**config.mk**
```make
export PLATFORM = sky130hd
export DESIGN_NAME = mem_wb_elastic_reg
export DESIGN_NICKNAME = d
export VERILOG_FILES = /design/src/rtl/mem_wb_elastic_reg.sv
export SDC_FILE = /design/constraint.sdc
export NUM_CORES = 1
export LEC_CHECK = 0
export ABC_AREA = 1
export ABC_CLOCK_PERIOD_IN_PS = 5800
export CORE_MARGIN = 2
export CORE_UTILIZATION = 40
export CTS_CLUSTER_SIZE = 16
export DETAILED_ROUTE_END_ITERATION = 6
export PLACE_DENSITY_LB_ADDON = 0.12
export SLEW_MARGIN = 15
export SYNTH_ARGS = -nofsm -noshare
export SYNTH_HDL_FRONTEND = slang
export SYNTH_SLANG_ARGS = --single-unit
export TNS_END_PERCENT = 20
```
**constraint.sdc**
```tcl
create_clock -name clk -period 5.8 [get_ports clk]
set_clock_uncertainty 0.2 [all_clocks]
set_input_delay 1.16 -clock clk [delete_from_list [all_inputs] [get_ports clk]]
set_output_delay 1.16 -clock clk [all_outputs]
set_load 0.01 [all_outputs]
```
**src/rtl/mem_wb_elastic_reg.sv**
```systemverilog
// mem_wb_elastic_reg
//   MEM->WB pipeline register with a valid/ready handshake. With SKID_EN=1 it
//   holds up to two entries (head + skid), so in_ready depends only on
//   registered state and WB stalls never reach MEM combinationally. With
//   SKID_EN=0 it is a single register, and in_ready passes out_ready through.
//   A forwarding tap exposes the head's write-back value to the EX stage.
//
// Ports
//   clk, reset          rising-edge clock; asynchronous active-high reset
//   flush               synchronous; empties the block and drops same-cycle input
//   in_valid/in_ready   MEM-side handshake
//   in_mem_read, in_wb_en, in_dest, in_mem_data, in_alu_result   entry fields
//   out_valid/out_ready WB-side handshake
//   out_mem_read, out_wb_en, out_dest, out_mem_data, out_alu_result  head fields
//   out_wb_value        load ? memory data : ALU result
//   fwd_valid, fwd_dest, fwd_value   forwarding tap for the EX stage
//   occupancy           number of buffered entries (0..2)
module mem_wb_elastic_reg #(
  parameter int DATA_W  = 32,
  parameter int REG_AW  = 4,
  parameter bit SKID_EN = 1'b1
) (
  input  logic              clk,
  input  logic              reset,
  input  logic              flush,
  input  logic              in_valid,
  output logic              in_ready,
  input  logic              in_mem_read,
  input  logic              in_wb_en,
  input  logic [REG_AW-1:0] in_dest,
  input  logic [DATA_W-1:0] in_mem_data,
  input  logic [DATA_W-1:0] in_alu_result,
  output logic              out_valid,
  input  logic              out_ready,
  output logic              out_mem_read,
  output logic              out_wb_en,
  output logic [REG_AW-1:0] out_dest,
  output logic [DATA_W-1:0] out_mem_data,
  output logic [DATA_W-1:0] out_alu_result,
  output logic [DATA_W-1:0] out_wb_value,
  output logic              fwd_valid,
  output logic [REG_AW-1:0] fwd_dest,
  output logic [DATA_W-1:0] fwd_value,
  output logic [1:0]        occupancy
);

  // The state value doubles as the occupancy count.
  typedef enum logic [1:0] {
    EMPTY = 2'd0,
    ONE   = 2'd1,
    FULL  = 2'd2
  } state_t;

  localparam int ENT_W = 2 + REG_AW + 2 * DATA_W;

  state_t             state_p0;
  state_t             state_nx;
  logic [ENT_W-1:0]   in_ent;
  logic [ENT_W-1:0]   head_p0;
  logic [ENT_W-1:0]   skid_p0;
  logic               head_wb_en;
  logic               accept;
  logic               load_in;
  logic               load_skid;
  logic               load_from_skid;

  assign in_ent = {in_mem_read, in_wb_en, in_dest, in_mem_data, in_alu_result};

  // With the skid buffer, readiness comes from registered state only.
  assign in_ready = SKID_EN ? (state_p0 != FULL)
                            : ((state_p0 == EMPTY) | out_ready);
  assign accept   = in_valid & in_ready;

  always_comb begin
    state_nx       = state_p0;
    load_in        = 1'b0;
    load_skid      = 1'b0;
    load_from_skid = 1'b0;
    if (flush) begin
      // Flush wins over both accept and consume; any same-cycle input is lost.
      state_nx = EMPTY;
    end else begin
      case (state_p0)
        EMPTY: begin
          if (accept) begin
            load_in  = 1'b1;
            state_nx = ONE;
          end
        end
        ONE: begin
          // Without a skid, accept in ONE implies out_ready (in_ready gating).
          if (accept && (out_ready || !SKID_EN)) begin
            load_in = 1'b1;
          end else if (accept) begin
            load_skid = 1'b1;
            state_nx  = FULL;
          end else if (out_ready) begin
            state_nx = EMPTY;
          end
        end
        FULL: begin
          if (out_ready) begin
            load_from_skid = 1'b1;
            state_nx       = ONE;
          end
        end
        default: state_nx = EMPTY;
      endcase
    end
  end

  // Stage p0: state and entry storage
  always_ff @(posedge clk or posedge reset) begin
    if (reset) begin
      state_p0 <= EMPTY;
    end else begin
      state_p0 <= state_nx;
    end
  end

  always_ff @(posedge clk or posedge reset) begin
    if (reset) begin
      head_p0 <= '0;
      skid_p0 <= '0;
    end else begin
      if (load_in) begin
        head_p0 <= in_ent;
      end else if (load_from_skid) begin
        head_p0 <= skid_p0;
      end
      if (load_skid) begin
        skid_p0 <= in_ent;
      end
    end
  end

  // Outputs are driven straight from the head register; the write-back mux
  // adds no latency.
  assign {out_mem_read, head_wb_en, out_dest, out_mem_data, out_alu_result} = head_p0;

  assign out_valid    = (state_p0 != EMPTY);
  assign out_wb_en    = head_wb_en & out_valid;
  assign out_wb_value = out_mem_read ? out_mem_data : out_alu_result;
  assign fwd_valid    = out_wb_en;
  assign fwd_dest     = out_dest;
  assign fwd_value    = out_wb_value;
  assign occupancy    = state_p0;

endmodule

```
==> report_table.html, run 1 <==
<table>
<tr><th>Metric</th><th>Value</th></tr>
<tr><th colspan="2">Status</th></tr>
<tr><td>Outcome</td><td>complete, no violations</td></tr>
<tr><th colspan="2">Place</th></tr>
<tr><td>Area after detailed placement</td><td>0.00873 sq mm</td></tr>
<tr><td>Number of placed instances, taps included</td><td>1159</td></tr>
<tr><td>Count of buffers from port buffering</td><td>217</td></tr>
<tr><td>Placer Congestion</td><td>roughly 0.77</td></tr>
<tr><td>DPL Wire Length</td><td>12300 um</td></tr>
<tr><th colspan="2">Cells and area</th></tr>
<tr><td>Sequential cell area</td><td>0.00355 sq mm</td></tr>
<tr><td>Layout overhead on the synthesized area</td><td>29.0%</td></tr>
<tr><td>Final std cell area, no fill</td><td>0.00930 sq mm</td></tr>
<tr><td>Share of final-layout standard cells stronger than drive strength 1</td><td>8.10%</td></tr>
<tr><td>Multi-input logic area</td><td>0.00258 sq mm</td></tr>
<tr><td>Non-filler cells, final</td><td>about 1200</td></tr>
<tr><td>Total of fill cells in the finished design</td><td>1702</td></tr>
<tr><td>Final Net Count</td><td>1025</td></tr>
<tr><th colspan="2">Power and ir drop</th></tr>
<tr><td>IR Drop Worst-Case VDD</td><td>about 0.25 mV</td></tr>
<tr><td>Int Pwr</td><td>2.55 mW</td></tr>
<tr><td>Proportion of power drawn by flip-flops and latches</td><td>40.4%</td></tr>
<tr><td>Share of power burned in the clock network</td><td>27.6%</td></tr>
<tr><td>Power density over cell area</td><td>396 mW/mm^2</td></tr>
<tr><td>Total power after layout</td><td>3.68 mW</td></tr>
<tr><td>Net switching power figure</td><td>1.13 mW</td></tr>
<tr><td>Standby leakage power</td><td>4.35 nW</td></tr>
<tr><td>Switch share</td><td>30.7%</td></tr>
<tr><td>Comb pwr share</td><td>about a third</td></tr>
<tr><th colspan="2">Synth</th></tr>
<tr><td>Main area contributors after synthesis</td><td>sky130_fd_sc_hd__dfrtp_1, sky130_fd_sc_hd__nand2_1, sky130_fd_sc_hd__nand3_1, sky130_fd_sc_hd__buf_4, sky130_fd_sc_hd__mux2_2</td></tr>
<tr><td>Mapped Area</td><td>0.00721 sq mm</td></tr>
<tr><td>Synth Area per Inst</td><td>8.36 sq um</td></tr>
<tr><td>Post-Synthesis Net Count</td><td>937</td></tr>
<tr><td>Yosys synthesis warning count</td><td>0</td></tr>
<tr><td>Synth top area share</td><td>49.3%</td></tr>
<tr><td>Count of distinct cell types in the synthesized netlist</td><td>16</td></tr>
<tr><td>Portion of the post-synthesis area used by sequential elements</td><td>49.3%</td></tr>
<tr><td>Gate count of the mapped netlist</td><td>between 800 and 900</td></tr>
<tr><td>Flops &amp; latches, synth</td><td>142</td></tr>
<tr><td>Largest area contributor in the netlist</td><td>sky130_fd_sc_hd__dfrtp_1</td></tr>
<tr><th colspan="2">Floorplan</th></tr>
<tr><td>Count of standard-cell rows</td><td>49</td></tr>
<tr><td>Core ar.</td><td>about 0.018 sq mm</td></tr>
<tr><td>Starting density of the core</td><td>40.4%</td></tr>
<tr><td>Height of the chip</td><td>between 100 and 150 um</td></tr>
<tr><td>Number of top-level pins</td><td>between 200 and 250</td></tr>
<tr><td>Die outline area</td><td>0.0191 sq mm</td></tr>
<tr><td>Die span in x</td><td>138 um</td></tr>
<tr><th colspan="2">Drt</th></tr>
<tr><td>Drt pass-1 iters</td><td>4</td></tr>
<tr><td>DR WL/cell</td><td>16.4 um</td></tr>
<tr><td>Vias</td><td>5861</td></tr>
<tr><td>Residual DRC count</td><td>0</td></tr>
<tr><td>Via/cell ratio</td><td>4.91</td></tr>
<tr><td>Number of nets with antenna violations after routing</td><td>0</td></tr>
<tr><td>Aggregate routed wire length</td><td>19600 um</td></tr>
<tr><td>DR iter-0 viols</td><td>about 380</td></tr>
<tr><th colspan="2">STA</th></tr>
<tr><td>Fin Hold WS</td><td>around 0.27 ns</td></tr>
<tr><td>Number of setup violations in the final report</td><td>0</td></tr>
<tr><td>Final hold violation count</td><td>0</td></tr>
<tr><td>Slew @ Worst Pin</td><td>0.927 ns</td></tr>
<tr><td>RSZ-0062 raised after global routing</td><td>no</td></tr>
<tr><td>Accumulated negative setup slack</td><td>0 ns</td></tr>
<tr><td>Headroom to the max-slew limit</td><td>38.2%</td></tr>
<tr><td>Final critical-path required period</td><td>approximately 3.7 ns</td></tr>
<tr><td>Highest achievable clock rate</td><td>271 MHz</td></tr>
<tr><td>Final-report max-slew violation count</td><td>0</td></tr>
<tr><td>Share of the clock period used by the worst path after layout</td><td>a little under two thirds</td></tr>
<tr><th colspan="2">Critical path</th></tr>
<tr><td>Required time of the worst setup path</td><td>4.44 ns</td></tr>
<tr><td>Standard cell with the maximum stage delay on the critical path</td><td>sky130_fd_sc_hd__dfrtp_2</td></tr>
<tr><td>Series of cell instances along the critical path</td><td>mux2_2 &gt; clkdlybuf4s50_1</td></tr>
<tr><td>Startpoint class of the critical path</td><td>flop</td></tr>
<tr><td>Maximum fanout along the worst path</td><td>34</td></tr>
<tr><td>Startpoint of the worst register-to-register path</td><td>occupancy[0]</td></tr>
<tr><td>Highest cell delay on the worst timing path</td><td>0.98 ns</td></tr>
<tr><td>WP data arrival</td><td>2.33 ns</td></tr>
<tr><td>CP Capture Type</td><td>primary output</td></tr>
<tr><td>Category of the most critical setup path</td><td>flop to primary output</td></tr>
<tr><td>Crit path from</td><td>head_p0[69]</td></tr>
<tr><th colspan="2">GRT</th></tr>
<tr><td>Vias in the first global route</td><td>5777</td></tr>
<tr><td>Wire length of the first global-routing pass</td><td>32100 um</td></tr>
<tr><td>Number of antenna violations at the first check in global routing</td><td>2</td></tr>
<tr><td>Largest net degree at the start of global routing</td><td>about 120</td></tr>
<tr><td>Total global routing track utilization</td><td>21.0%</td></tr>
<tr><td>Total congestion overflow after global routing</td><td>0</td></tr>
<tr><th colspan="2">Clocking</th></tr>
<tr><td>TritonCTS sink count</td><td>approximately 140</td></tr>
<tr><td>Later-pin clock latency in the skew report</td><td>around 0.42 ns</td></tr>
<tr><td>CTS root buf</td><td>sky130_fd_sc_hd__clkbuf_16</td></tr>
<tr><td>Count of H-tree levels built during CTS</td><td>4</td></tr>
<tr><td>Count of instances resized after the clock tree is built</td><td>0</td></tr>
<tr><td>CTS tree</td><td>built</td></tr>
<tr><td>Hold buffer count at cts</td><td>0</td></tr>
<tr><td>Total clock buffers created by CTS</td><td>17</td></tr>
<tr><td>Clock Pin Slew Worst Setup and Hold Paths</td><td>0.05 ns</td></tr>
<tr><td>Number of buffers on the longest clock path</td><td>2</td></tr>
<tr><td>Number of buffers added for setup after CTS</td><td>0</td></tr>
<tr><th colspan="2">Hold path</th></tr>
<tr><td>HP Class</td><td>flop to flop</td></tr>
<tr><td>Hold path startpoint</td><td>skid_p0[23]</td></tr>
<tr><th colspan="2">Job</th></tr>
<tr><td>Max_cap viols</td><td>0</td></tr>
</table>
-- through the flow --
| stage | utilization (%) | setup slack [ns] |
|---|---|---|
| floorplan | - | 0.630 |
| global placement | 48.9 | 1.90 |
| detailed placement | 48.9 | 1.87 |
| CTS | 52.0 | 2.08 |
| global route | 52.1 | 2.01 |
| finish | 52.1 | 2.11 |
-- kinds of logic after synthesis --
family                 after synthesis  share of synthesized area [%]
AND/OR/NAND/NOR                    510                           30.5
buffers and inverters              175                           15.0
flip-flops                         142                           49.3
multiplexers                        32                           5.00
AO/OA/AOI/OAI                        3                          0.208
-- cell usage in the layout, fill, tap and decap left out --
cell type,count
sky130_fd_sc_hd__buf_16,1
sky130_fd_sc_hd__buf_4,9
sky130_fd_sc_hd__bufinv_16,1
sky130_fd_sc_hd__clkbuf_1,6
sky130_fd_sc_hd__clkbuf_16,17
sky130_fd_sc_hd__clkbuf_8,2
sky130_fd_sc_hd__clkdlybuf4s50_1,217
sky130_fd_sc_hd__clkinv_2,5
sky130_fd_sc_hd__clkinvlp_4,1
sky130_fd_sc_hd__dfrtp_1,141
sky130_fd_sc_hd__dfrtp_2,1
sky130_fd_sc_hd__diode_2,1
sky130_fd_sc_hd__inv_1,13
sky130_fd_sc_hd__inv_2,3
sky130_fd_sc_hd__inv_6,1
sky130_fd_sc_hd__mux2_2,32
sky130_fd_sc_hd__nand2_1,288
sky130_fd_sc_hd__nand2_2,3
sky130_fd_sc_hd__nand3_1,211
sky130_fd_sc_hd__nor2_1,6
sky130_fd_sc_hd__nor2_4,1
sky130_fd_sc_hd__nor3_4,1
sky130_fd_sc_hd__o21ai_0,2
sky130_fd_sc_hd__o21ai_1,1
-- metal layers --
metal / track usage [%] / routed length, um / up-vias
li1: - / - / 2868
met1: 29.0 / 9070 / 2785
met2: 32.9 / 9140 / 193
met3: 5.40 / 1180 / 15
met4: 6.23 / 216 / 0
met5: 0 / 0 / -
-- state kept, by name (all words and copies together) (netlist names) --
signal and flops:
head_p0 70, occupancy 2, skid_p0 70
-- worst max-delay path: cells and delay by family (launching register included) --
| family | cells | cell delay (ns) |
|---|---|---|
| flops | 1 | 0.98 |
| buf+inv | 1 | 0.49 |
| mux | 1 | 0.44 |
-- cells in the mapped netlist (all sizes together) --
cell type  count
buf          131
nand3        211
nor2           7
nand2        291
clkbuf        27
nor3           1
o21ai          3
dfrtp        142
mux2          32
inv           17
-- path summary, 6_finish.rpt --
check / to / slack, ns / cells after the start
max: out_wb_value[12] / 2.11 / 2
min: skid_p0[23] / 0.27 / 2
max reg2reg: head_p0[1] / 3.06 / 9
min reg2reg: skid_p0[23] / 0.27 / 2
max in group asynchronous: head_p0[45] / 3.36 / 4
min in group asynchronous: head_p0[61] / 0.90 / 2
-- layout make-up --
class,instances,area share [%]
inverter,17,0.740
antenna,1,0.0269
tap,229,3.08
multi-input combinational,545,27.8
clock buffer,25,5.11
clock inverter,7,0.673
sequential,142,38.2
timing repair buffer,227,24.4
-- power by group through the flow --
| stage | Clock [mW] | Combinational, mW | Sequential, mW |
|---|---|---|---|
| global route | 1.09 | 1.29 | 1.53 |
| detailed placement | 0 | 1.19 | 1.51 |
| floorplan | 0 | 0.813 | 1.42 |
| global placement | 0 | 1.18 | 1.50 |
| CTS | 1.04 | 1.19 | 1.49 |
| finish | 1.02 | 1.18 | 1.49 |
No activity file was read; power rests on OpenSTA's default activity.
==> run 2, diff against run 1 <==
--- a/config.mk
+++ b/config.mk
@@ -6,7 +6,7 @@
 export NUM_CORES = 1
 export LEC_CHECK = 0
 export ABC_AREA = 1
-export ABC_CLOCK_PERIOD_IN_PS = 5800
+export ABC_CLOCK_PERIOD_IN_PS = 3400
 export CORE_MARGIN = 2
 export CORE_UTILIZATION = 40
 export CTS_CLUSTER_SIZE = 16
==> constraint.sdc (replaced) <==
create_clock -name clk -period 3.4 [get_ports clk]
set_clock_uncertainty 0.2 [all_clocks]
set_input_delay 0.68 -clock clk [delete_from_list [all_inputs] [get_ports clk]]
set_output_delay 0.68 -clock clk [all_outputs]
set_load 0.01 [all_outputs]
==> run 2 against run 1 <==
Net effect:
- critical path depth rose by 1
- critical endpoint is now fwd_value[19]
- global-route usage up 0.21 points
- highest routed layer unchanged
- sequential cell count did not move
- sequential share of layout area decreased by 0.80 points
- largest power group unchanged
- final cell count rose by 0.84%
- via count grew 2.8%
==> report_table.html, run 2 (synthesis gave the netlist of run 1 again) <==
<table>
<tr><th>Metric</th><th>Value</th></tr>
<tr><th colspan="2">Drt</th></tr>
<tr><td>Drt pass-1 iters</td><td>5 (+1)</td></tr>
<tr><td>Number of nets with antenna violations after routing</td><td>0 (unchanged)</td></tr>
<tr><td>Vias</td><td>6027 (+2.8%)</td></tr>
<tr><td>DR WL/cell</td><td>16.6 um (+1.2%)</td></tr>
<tr><td>Aggregate routed wire length</td><td>20000 um (+2.0%)</td></tr>
<tr><td>Via/cell ratio</td><td>5.01 (+2.0%)</td></tr>
<tr><td>Residual DRC count</td><td>0 (unchanged)</td></tr>
<tr><td>DR iter-0 viols</td><td>451 (+18%)</td></tr>
<tr><th colspan="2">Floorplan</th></tr>
<tr><td>Die span in x</td><td>138 um (unchanged)</td></tr>
<tr><td>Starting density of the core</td><td>40.4% (unchanged)</td></tr>
<tr><td>Count of standard-cell rows</td><td>49 (unchanged)</td></tr>
<tr><td>Core ar.</td><td>0.0178 sq mm (unchanged)</td></tr>
<tr><td>Number of top-level pins</td><td>218 (unchanged)</td></tr>
<tr><td>Height of the chip</td><td>138 um (unchanged)</td></tr>
<tr><td>Die outline area</td><td>0.0191 sq mm (unchanged)</td></tr>
<tr><th colspan="2">GRT</th></tr>
<tr><td>Largest net degree at the start of global routing</td><td>55 (-53%)</td></tr>
<tr><td>Gr busiest metal</td><td>met2</td></tr>
<tr><td>Wire length of the first global-routing pass</td><td>32500 um (+1.5%)</td></tr>
<tr><td>Total global routing track utilization</td><td>21.2% (+0.21 points)</td></tr>
<tr><td>Vias in the first global route</td><td>5882 (+1.8%)</td></tr>
<tr><td>Met2 usage in global routing</td><td>35.0% (+2.1 points)</td></tr>
<tr><td>Total congestion overflow after global routing</td><td>0 (unchanged)</td></tr>
<tr><td>Number of antenna violations at the first check in global routing</td><td>1 (-1)</td></tr>
<tr><td>Met3 layer usage reported by global route</td><td>4.40% (-1.0 points)</td></tr>
<tr><td>Met1 global-route usage</td><td>28.8% (-0.21 points)</td></tr>
<tr><th colspan="2">STA</th></tr>
<tr><td>Final hold violation count</td><td>0 (unchanged)</td></tr>
<tr><td>Post-route worst setup slack</td><td>0.388 ns (-1.73 ns)</td></tr>
<tr><td>RSZ-0062 raised after global routing</td><td>no</td></tr>
<tr><td>Final-report max-slew violation count</td><td>0 (unchanged)</td></tr>
<tr><td>Final critical-path required period</td><td>3.01 ns</td></tr>
<tr><td>Headroom to the max-slew limit</td><td>56.8% (+19 points)</td></tr>
<tr><td>Fin Hold WS</td><td>0.268 ns (-0.000171 ns)</td></tr>
<tr><td>Share of the clock period used by the worst path after layout</td><td>88.6%</td></tr>
<tr><td>Slew @ Worst Pin</td><td>0.648 ns (-0.278 ns)</td></tr>
<tr><td>Highest achievable clock rate</td><td>332 MHz</td></tr>
<tr><td>Accumulated negative setup slack</td><td>0 ns (unchanged)</td></tr>
<tr><td>Number of setup violations in the final report</td><td>0 (unchanged)</td></tr>
<tr><th colspan="2">Clocking</th></tr>
<tr><td>Number of buffers on the longest clock path</td><td>2 (unchanged)</td></tr>
<tr><td>Number of buffers added for setup after CTS</td><td>0 (unchanged)</td></tr>
<tr><td>CTS root buf</td><td>sky130_fd_sc_hd__clkbuf_16</td></tr>
<tr><td>Count of H-tree levels built during CTS</td><td>4 (unchanged)</td></tr>
<tr><td>Later-pin clock latency in the skew report</td><td>0.41 ns (about the same)</td></tr>
<tr><td>Total clock buffers created by CTS</td><td>17 (unchanged)</td></tr>
<tr><td>Count of instances resized after the clock tree is built</td><td>0 (unchanged)</td></tr>
<tr><td>Clock Pin Slew Worst Setup and Hold Paths</td><td>0.06 ns (about the same)</td></tr>
<tr><td>Hold buffer count at cts</td><td>0 (unchanged)</td></tr>
<tr><td>TritonCTS sink count</td><td>142 (unchanged)</td></tr>
<tr><td>CTS tree</td><td>built</td></tr>
<tr><th colspan="2">Critical path</th></tr>
<tr><td>Required time of the worst setup path</td><td>2.52 ns (-1.92 ns)</td></tr>
<tr><td>Category of the most critical setup path</td><td>flop to primary output</td></tr>
<tr><td>Startpoint class of the critical path</td><td>flop</td></tr>
<tr><td>Crit path from</td><td>head_p0[69]</td></tr>
<tr><td>CP Capture Type</td><td>primary output</td></tr>
<tr><td>Depth of the worst register-to-register path</td><td>5 (-4)</td></tr>
<tr><td>Startpoint of the worst register-to-register path</td><td>occupancy[1]</td></tr>
<tr><td>Maximum fanout along the worst path</td><td>20 (-41%)</td></tr>
<tr><td>WP data arrival</td><td>2.13 ns (-0.20 ns)</td></tr>
<tr><th colspan="2">Cells and area</th></tr>
<tr><td>Share of final-layout standard cells stronger than drive strength 1</td><td>9.56% (+1.5 points)</td></tr>
<tr><td>Final Net Count</td><td>1036 (+1.1%)</td></tr>
<tr><td>Core utilization of the finished layout</td><td>53.2% (+1.1 points)</td></tr>
<tr><td>Commonest non-fill, non-tap cell in the layout</td><td>sky130_fd_sc_hd__nand2_1</td></tr>
<tr><td>Total of fill cells in the finished design</td><td>1722 (+1.2%)</td></tr>
<tr><td>Leading cell types in the layout, fill and taps excluded</td><td>sky130_fd_sc_hd__nand2_1, sky130_fd_sc_hd__clkdlybuf4s50_1, sky130_fd_sc_hd__nand3_1, sky130_fd_sc_hd__dfrtp_1, sky130_fd_sc_hd__mux2_2</td></tr>
<tr><td>Layout overhead on the synthesized area</td><td>31.8%</td></tr>
<tr><th colspan="2">Job</th></tr>
<tr><td>Max_cap viols</td><td>0 (unchanged)</td></tr>
<tr><th colspan="2">Hold path</th></tr>
<tr><td>Hold path startpoint</td><td>skid_p0[66]</td></tr>
<tr><td>HP Class</td><td>flop to flop</td></tr>
<tr><td>Worst hold path depth</td><td>2 (unchanged)</td></tr>
<tr><th colspan="2">Place</th></tr>
<tr><td>DPL Wire Length</td><td>13200 um (+7.6%)</td></tr>
<tr><td>Placer Congestion</td><td>0.781 (+1.2%)</td></tr>
<tr><td>Place WS</td><td>0.633 ns (-1.24 ns)</td></tr>
<tr><td>Count of buffers from port buffering</td><td>217 (unchanged)</td></tr>
<tr><th colspan="2">Power and ir drop</th></tr>
<tr><td>Total power after layout</td><td>6.52 mW (+77%)</td></tr>
<tr><td>Switch share</td><td>29.8% (-0.89 points)</td></tr>
<tr><td>Power density over cell area</td><td>686 mW/mm^2 (+73%)</td></tr>
<tr><td>Int Pwr</td><td>4.58 mW (+79%)</td></tr>
<tr><td>Net switching power figure</td><td>1.94 mW (+72%)</td></tr>
<tr><td>Proportion of power drawn by flip-flops and latches</td><td>38.8% (-1.6 points)</td></tr>
<tr><td>Share of power burned in the clock network</td><td>29.8% (+2.2 points)</td></tr>
<tr><td>Comb pwr share</td><td>31.4% (-0.5 points)</td></tr>
<tr><td>IR Drop Worst-Case VDD</td><td>0.342 mV (+39%)</td></tr>
<tr><td>Standby leakage power</td><td>4.44 nW (+2.2%)</td></tr>
<tr><th colspan="2">Status</th></tr>
<tr><td>Outcome</td><td>complete, no violations</td></tr>
</table>
==> run 2: layer usage <==
layer | share of wire, % | vias to the layer above
met2 | 48 | 175
met3 | 4.8 | 16
met4 | 0.81 | 0
met1 | 46 | 2944
met5 | 0 | -
li1 | - | 2892
==> run 2: final cells by class <==
cell class              instances  area (sq um)  share of cell area, %
flip-flops and latches        142          3550                   37.4
multi-input cells             545          2580                   27.2
repair buffers                238          2390                   25.2
clock buffers                  19           443                   4.66
well taps                     229           287                   3.02
clock inverters                12           169                   1.78
inverters                      17          67.6                  0.711
diodes                          1          2.50                 0.0264
==> run 2: final timing paths <==
check	endpoint	slack (ns)
max	fwd_value[19]	0.39
min	skid_p0[66]	0.27
max reg2reg	skid_p0[13]	1.32
min reg2reg	skid_p0[66]	0.27
max in group asynchronous	head_p0[55]	1.80
min in group asynchronous	skid_p0[37]	0.50
==> run 2: worst max-delay path, cell delays in order, from the launching register on <==
cell and delay [ns]:
sky130_fd_sc_hd__dfrtp_2 0.62, sky130_fd_sc_hd__buf_12 0.24, sky130_fd_sc_hd__mux2_2 0.37, sky130_fd_sc_hd__clkdlybuf4s50_1 0.48
==> run 2: metrics by stage <==
stage	cells	instance area [sq um]
floorplan	862	7210
global placement	1171	8880
detailed placement	1171	8880
CTS	1202	9490
global route	1202	9490
finish	1203	9500
==> run 2: power by group through the flow <==
stage / clock network (mW) / logic (mW) / registers (mW)
final: 1.94 / 2.05 / 2.53
after global routing: 2.05 / 2.24 / 2.59
after CTS: 1.97 / 2.08 / 2.53
after detailed placement: 0 / 2.07 / 2.55
after global placement: 0 / 2.05 / 2.55
after floorplan: 0 / 1.39 / 2.43
==> run 3, diff against run 2 <==
--- a/config.mk
+++ b/config.mk
@@ -6,7 +6,7 @@
 export NUM_CORES = 1
 export LEC_CHECK = 0
 export ABC_AREA = 1
-export ABC_CLOCK_PERIOD_IN_PS = 3400
+export ABC_CLOCK_PERIOD_IN_PS = 2780
 export CORE_MARGIN = 2
 export CORE_UTILIZATION = 40
 export CTS_CLUSTER_SIZE = 16
==> constraint.sdc (replaced) <==
create_clock -name clk -period 2.78 [get_ports clk]
set_clock_uncertainty 0.2 [all_clocks]
set_input_delay 0.556 -clock clk [delete_from_list [all_inputs] [get_ports clk]]
set_output_delay 0.556 -clock clk [all_outputs]
set_load 0.01 [all_outputs]
==> run 3 against run 2 <==
Net effect:
- sequential cell count stayed put
- combinational power is 24% higher
- first-iteration DRC count is 8.0% lower
- register-to-register slack worse by 0.45 ns
- largest power group unchanged
==> report_table.html, run 3 (synthesis gave the netlist of run 1 again) <==
<table>
<tr><th>Metric</th><th>Value</th></tr>
<tr><th colspan="2">Status</th></tr>
<tr><td>Outcome</td><td>complete, no violations</td></tr>
<tr><th colspan="2">Clocking</th></tr>
<tr><td>Number of buffers on the longest clock path</td><td>2 (unchanged)</td></tr>
<tr><td>Clock Pin Slew Worst Setup and Hold Paths</td><td>0.06 ns (about the same)</td></tr>
<tr><td>Count of instances resized after the clock tree is built</td><td>0 (unchanged)</td></tr>
<tr><td>Number of buffers added for setup after CTS</td><td>1 (+1)</td></tr>
<tr><td>CTS root buf</td><td>sky130_fd_sc_hd__clkbuf_16</td></tr>
<tr><td>TritonCTS sink count</td><td>142 (unchanged)</td></tr>
<tr><td>Total clock buffers created by CTS</td><td>17 (unchanged)</td></tr>
<tr><td>Later-pin clock latency in the skew report</td><td>0.42 ns (about the same)</td></tr>
<tr><td>Hold buffer count at cts</td><td>0 (unchanged)</td></tr>
<tr><td>Count of H-tree levels built during CTS</td><td>4 (unchanged)</td></tr>
<tr><td>CTS tree</td><td>built</td></tr>
<tr><th colspan="2">Place</th></tr>
<tr><td>DPL Wire Length</td><td>13100 um (-0.68%)</td></tr>
<tr><td>Area after detailed placement</td><td>0.00892 sq mm (+0.45%)</td></tr>
<tr><td>Placer Congestion</td><td>0.767 (-1.8%)</td></tr>
<tr><td>Count of buffers from port buffering</td><td>217 (unchanged)</td></tr>
<tr><td>Number of placed instances, taps included</td><td>1173 (+0.17%)</td></tr>
<tr><th colspan="2">Cells and area</th></tr>
<tr><td>Non-filler cells, final</td><td>1209 (+0.50%)</td></tr>
<tr><td>Share of final-layout standard cells stronger than drive strength 1</td><td>9.93% (+0.37 points)</td></tr>
<tr><td>Commonest non-fill, non-tap cell in the layout</td><td>sky130_fd_sc_hd__nand2_1</td></tr>
<tr><td>Final std cell area, no fill</td><td>0.00954 sq mm (+0.41%)</td></tr>
<tr><td>Leading cell types in the layout, fill and taps excluded</td><td>sky130_fd_sc_hd__nand2_1, sky130_fd_sc_hd__clkdlybuf4s50_1, sky130_fd_sc_hd__nand3_1, sky130_fd_sc_hd__dfrtp_1, sky130_fd_sc_hd__mux2_2</td></tr>
<tr><td>Total of fill cells in the finished design</td><td>1679 (-2.5%)</td></tr>
<tr><td>Final Net Count</td><td>1039 (+0.29%)</td></tr>
<tr><td>Layout overhead on the synthesized area</td><td>32.3%</td></tr>
<tr><th colspan="2">GRT</th></tr>
<tr><td>Largest net degree at the start of global routing</td><td>61 (+11%)</td></tr>
<tr><td>Wire length of the first global-routing pass</td><td>32300 um (-0.87%)</td></tr>
<tr><td>Number of antenna violations at the first check in global routing</td><td>3 (+2)</td></tr>
<tr><td>Vias in the first global route</td><td>5930 (+0.82%)</td></tr>
<tr><td>Total congestion overflow after global routing</td><td>0 (unchanged)</td></tr>
<tr><td>Total global routing track utilization</td><td>21.1% (-0.085 points)</td></tr>
<tr><th colspan="2">Drt</th></tr>
<tr><td>Number of nets with antenna violations after routing</td><td>0 (unchanged)</td></tr>
<tr><td>Via/cell ratio</td><td>4.96 (-0.94%)</td></tr>
<tr><td>Drt pass-1 iters</td><td>5 (unchanged)</td></tr>
<tr><td>DR WL/cell</td><td>16.5 um (-0.65%)</td></tr>
<tr><td>Vias</td><td>6000 (-0.45%)</td></tr>
<tr><td>Residual DRC count</td><td>0 (unchanged)</td></tr>
<tr><td>Aggregate routed wire length</td><td>20000 um (-0.15%)</td></tr>
<tr><td>DR iter-0 viols</td><td>415 (-8.0%)</td></tr>
<tr><th colspan="2">Power and ir drop</th></tr>
<tr><td>Standby leakage power</td><td>4.45 nW (+0.20%)</td></tr>
<tr><td>Share of power burned in the clock network</td><td>28.6% (-1.2 points)</td></tr>
<tr><td>Net switching power figure</td><td>2.39 mW (+23%)</td></tr>
<tr><td>Power density over cell area</td><td>827 mW/mm^2 (+20%)</td></tr>
<tr><td>Switch share</td><td>30.3% (+0.52 points)</td></tr>
<tr><td>Int Pwr</td><td>5.49 mW (+20%)</td></tr>
<tr><td>IR Drop Worst-Case VDD</td><td>0.449 mV (+31%)</td></tr>
<tr><td>Proportion of power drawn by flip-flops and latches</td><td>39.1% (+0.3 points)</td></tr>
<tr><td>Comb pwr share</td><td>32.3% (+0.9 points)</td></tr>
<tr><th colspan="2">Floorplan</th></tr>
<tr><td>Number of top-level pins</td><td>218 (unchanged)</td></tr>
<tr><td>Height of the chip</td><td>138 um (unchanged)</td></tr>
<tr><td>Die span in x</td><td>138 um (unchanged)</td></tr>
<tr><td>Count of standard-cell rows</td><td>49 (unchanged)</td></tr>
<tr><td>Starting density of the core</td><td>40.4% (unchanged)</td></tr>
<tr><td>Die outline area</td><td>0.0191 sq mm (unchanged)</td></tr>
<tr><td>Core ar.</td><td>0.0178 sq mm (unchanged)</td></tr>
<tr><th colspan="2">STA</th></tr>
<tr><td>Headroom to the max-slew limit</td><td>51.1% (-5.7 points)</td></tr>
<tr><td>Final hold violation count</td><td>0 (unchanged)</td></tr>
<tr><td>RSZ-0062 raised after global routing</td><td>no</td></tr>
<tr><td>Share of the clock period used by the worst path after layout</td><td>a little over nine tenths</td></tr>
<tr><td>Slew @ Worst Pin</td><td>0.733 ns (+0.0848 ns)</td></tr>
<tr><td>Highest achievable clock rate</td><td>374 MHz</td></tr>
<tr><td>Fin Hold WS</td><td>0.219 ns (-0.0495 ns)</td></tr>
<tr><td>Accumulated negative setup slack</td><td>0 ns (unchanged)</td></tr>
<tr><td>Final critical-path required period</td><td>approximately 2.7 ns</td></tr>
<tr><td>Number of setup violations in the final report</td><td>0 (unchanged)</td></tr>
<tr><td>Final-report max-slew violation count</td><td>0 (unchanged)</td></tr>
<tr><th colspan="2">Critical path</th></tr>
<tr><td>Internal reg-to-reg setup slack</td><td>0.87 ns (-0.45 ns)</td></tr>
<tr><td>CP Capture Type</td><td>primary output</td></tr>
<tr><td>Startpoint class of the critical path</td><td>flop</td></tr>
<tr><td>Depth of the worst register-to-register path</td><td>4 (-1)</td></tr>
<tr><td>Category of the most critical setup path</td><td>flop to primary output</td></tr>
<tr><td>Cell depth of the worst setup path</td><td>3 (unchanged)</td></tr>
<tr><td>Startpoint of the worst register-to-register path</td><td>occupancy[1]</td></tr>
<tr><td>Capture point of the worst reg-to-reg path</td><td>skid_p0[39]</td></tr>
<tr><td>Highest cell delay on the worst timing path</td><td>0.48 ns (-0.14 ns)</td></tr>
<tr><td>Number of buffers and inverters on the critical path</td><td>2 (unchanged)</td></tr>
<tr><td>Required time of the worst setup path</td><td>2.02 ns (-0.50 ns)</td></tr>
<tr><td>Standard cell with the maximum stage delay on the critical path</td><td>sky130_fd_sc_hd__clkdlybuf4s50_1</td></tr>
<tr><td>Series of cell instances along the critical path</td><td>buf_12 &gt; mux2_2 &gt; clkdlybuf4s50_1</td></tr>
<tr><td>WP data arrival</td><td>1.91 ns (-0.22 ns)</td></tr>
<tr><td>Maximum fanout along the worst path</td><td>15 (-25%)</td></tr>
<tr><td>CP delay by family, top</td><td>buffers and inverters</td></tr>
<tr><th colspan="2">Job</th></tr>
<tr><td>Max_cap viols</td><td>0 (unchanged)</td></tr>
<tr><th colspan="2">Hold path</th></tr>
<tr><td>HP Class</td><td>input pin to async pin</td></tr>
</table>
run 3: power groups by stage:
stage               sequential [mW]  clock (mW)  combinational (mW)
detailed placement             3.12           0                2.56
finish                         3.08        2.25                2.55
global placement               3.11           0                2.53
floorplan                      2.97           0                1.70
CTS                            3.08        2.30                2.59
global route                   3.16        2.39                2.79
run 3: worst max path at each step:
stage | startpoint | to | slack [ns]
floorplan | reset | head_p0[0] | 0.25
global placement | flush | skid_p0[15] | 0.35
detailed placement | flush | skid_p0[39] | 0.31
CTS | head_p0[69] | out_wb_value[3] | 0.07
global route | head_p0[69] | out_wb_value[9] | 0.04
finish | head_p0[69] | out_wb_value[3] | 0.11
run 3: cell type report:
cell class,instances,area [sq um],share of cell area (%)
repair buffers,241,2450,25.7
well taps,229,287,3.00
flip-flops and latches,142,3550,37.3
clock buffers,21,470,4.93
inverters,17,67.6,0.709
clock inverters,11,115,1.21
multi-input cells,545,2580,27.1
diodes,3,7.51,0.0787
run 3: per-layer routing:
layer	wire [um]	track usage, %
met1	9050	28.1
met2	9660	34.7
met3	1060	4.68
met4	196	6.77
met5	0	0
run 3: per-stage QoR:
step / total power, mW / utilization, % / setup slack (ns)
after global placement: 5.64 / 50.0 / 0.347
after floorplan: 4.66 / - / 0.247
after global routing: 8.34 / 53.4 / 0.0402
final: 7.88 / 53.4 / 0.109
after detailed placement: 5.67 / 50.0 / 0.308
after CTS: 7.97 / 53.4 / 0.0749
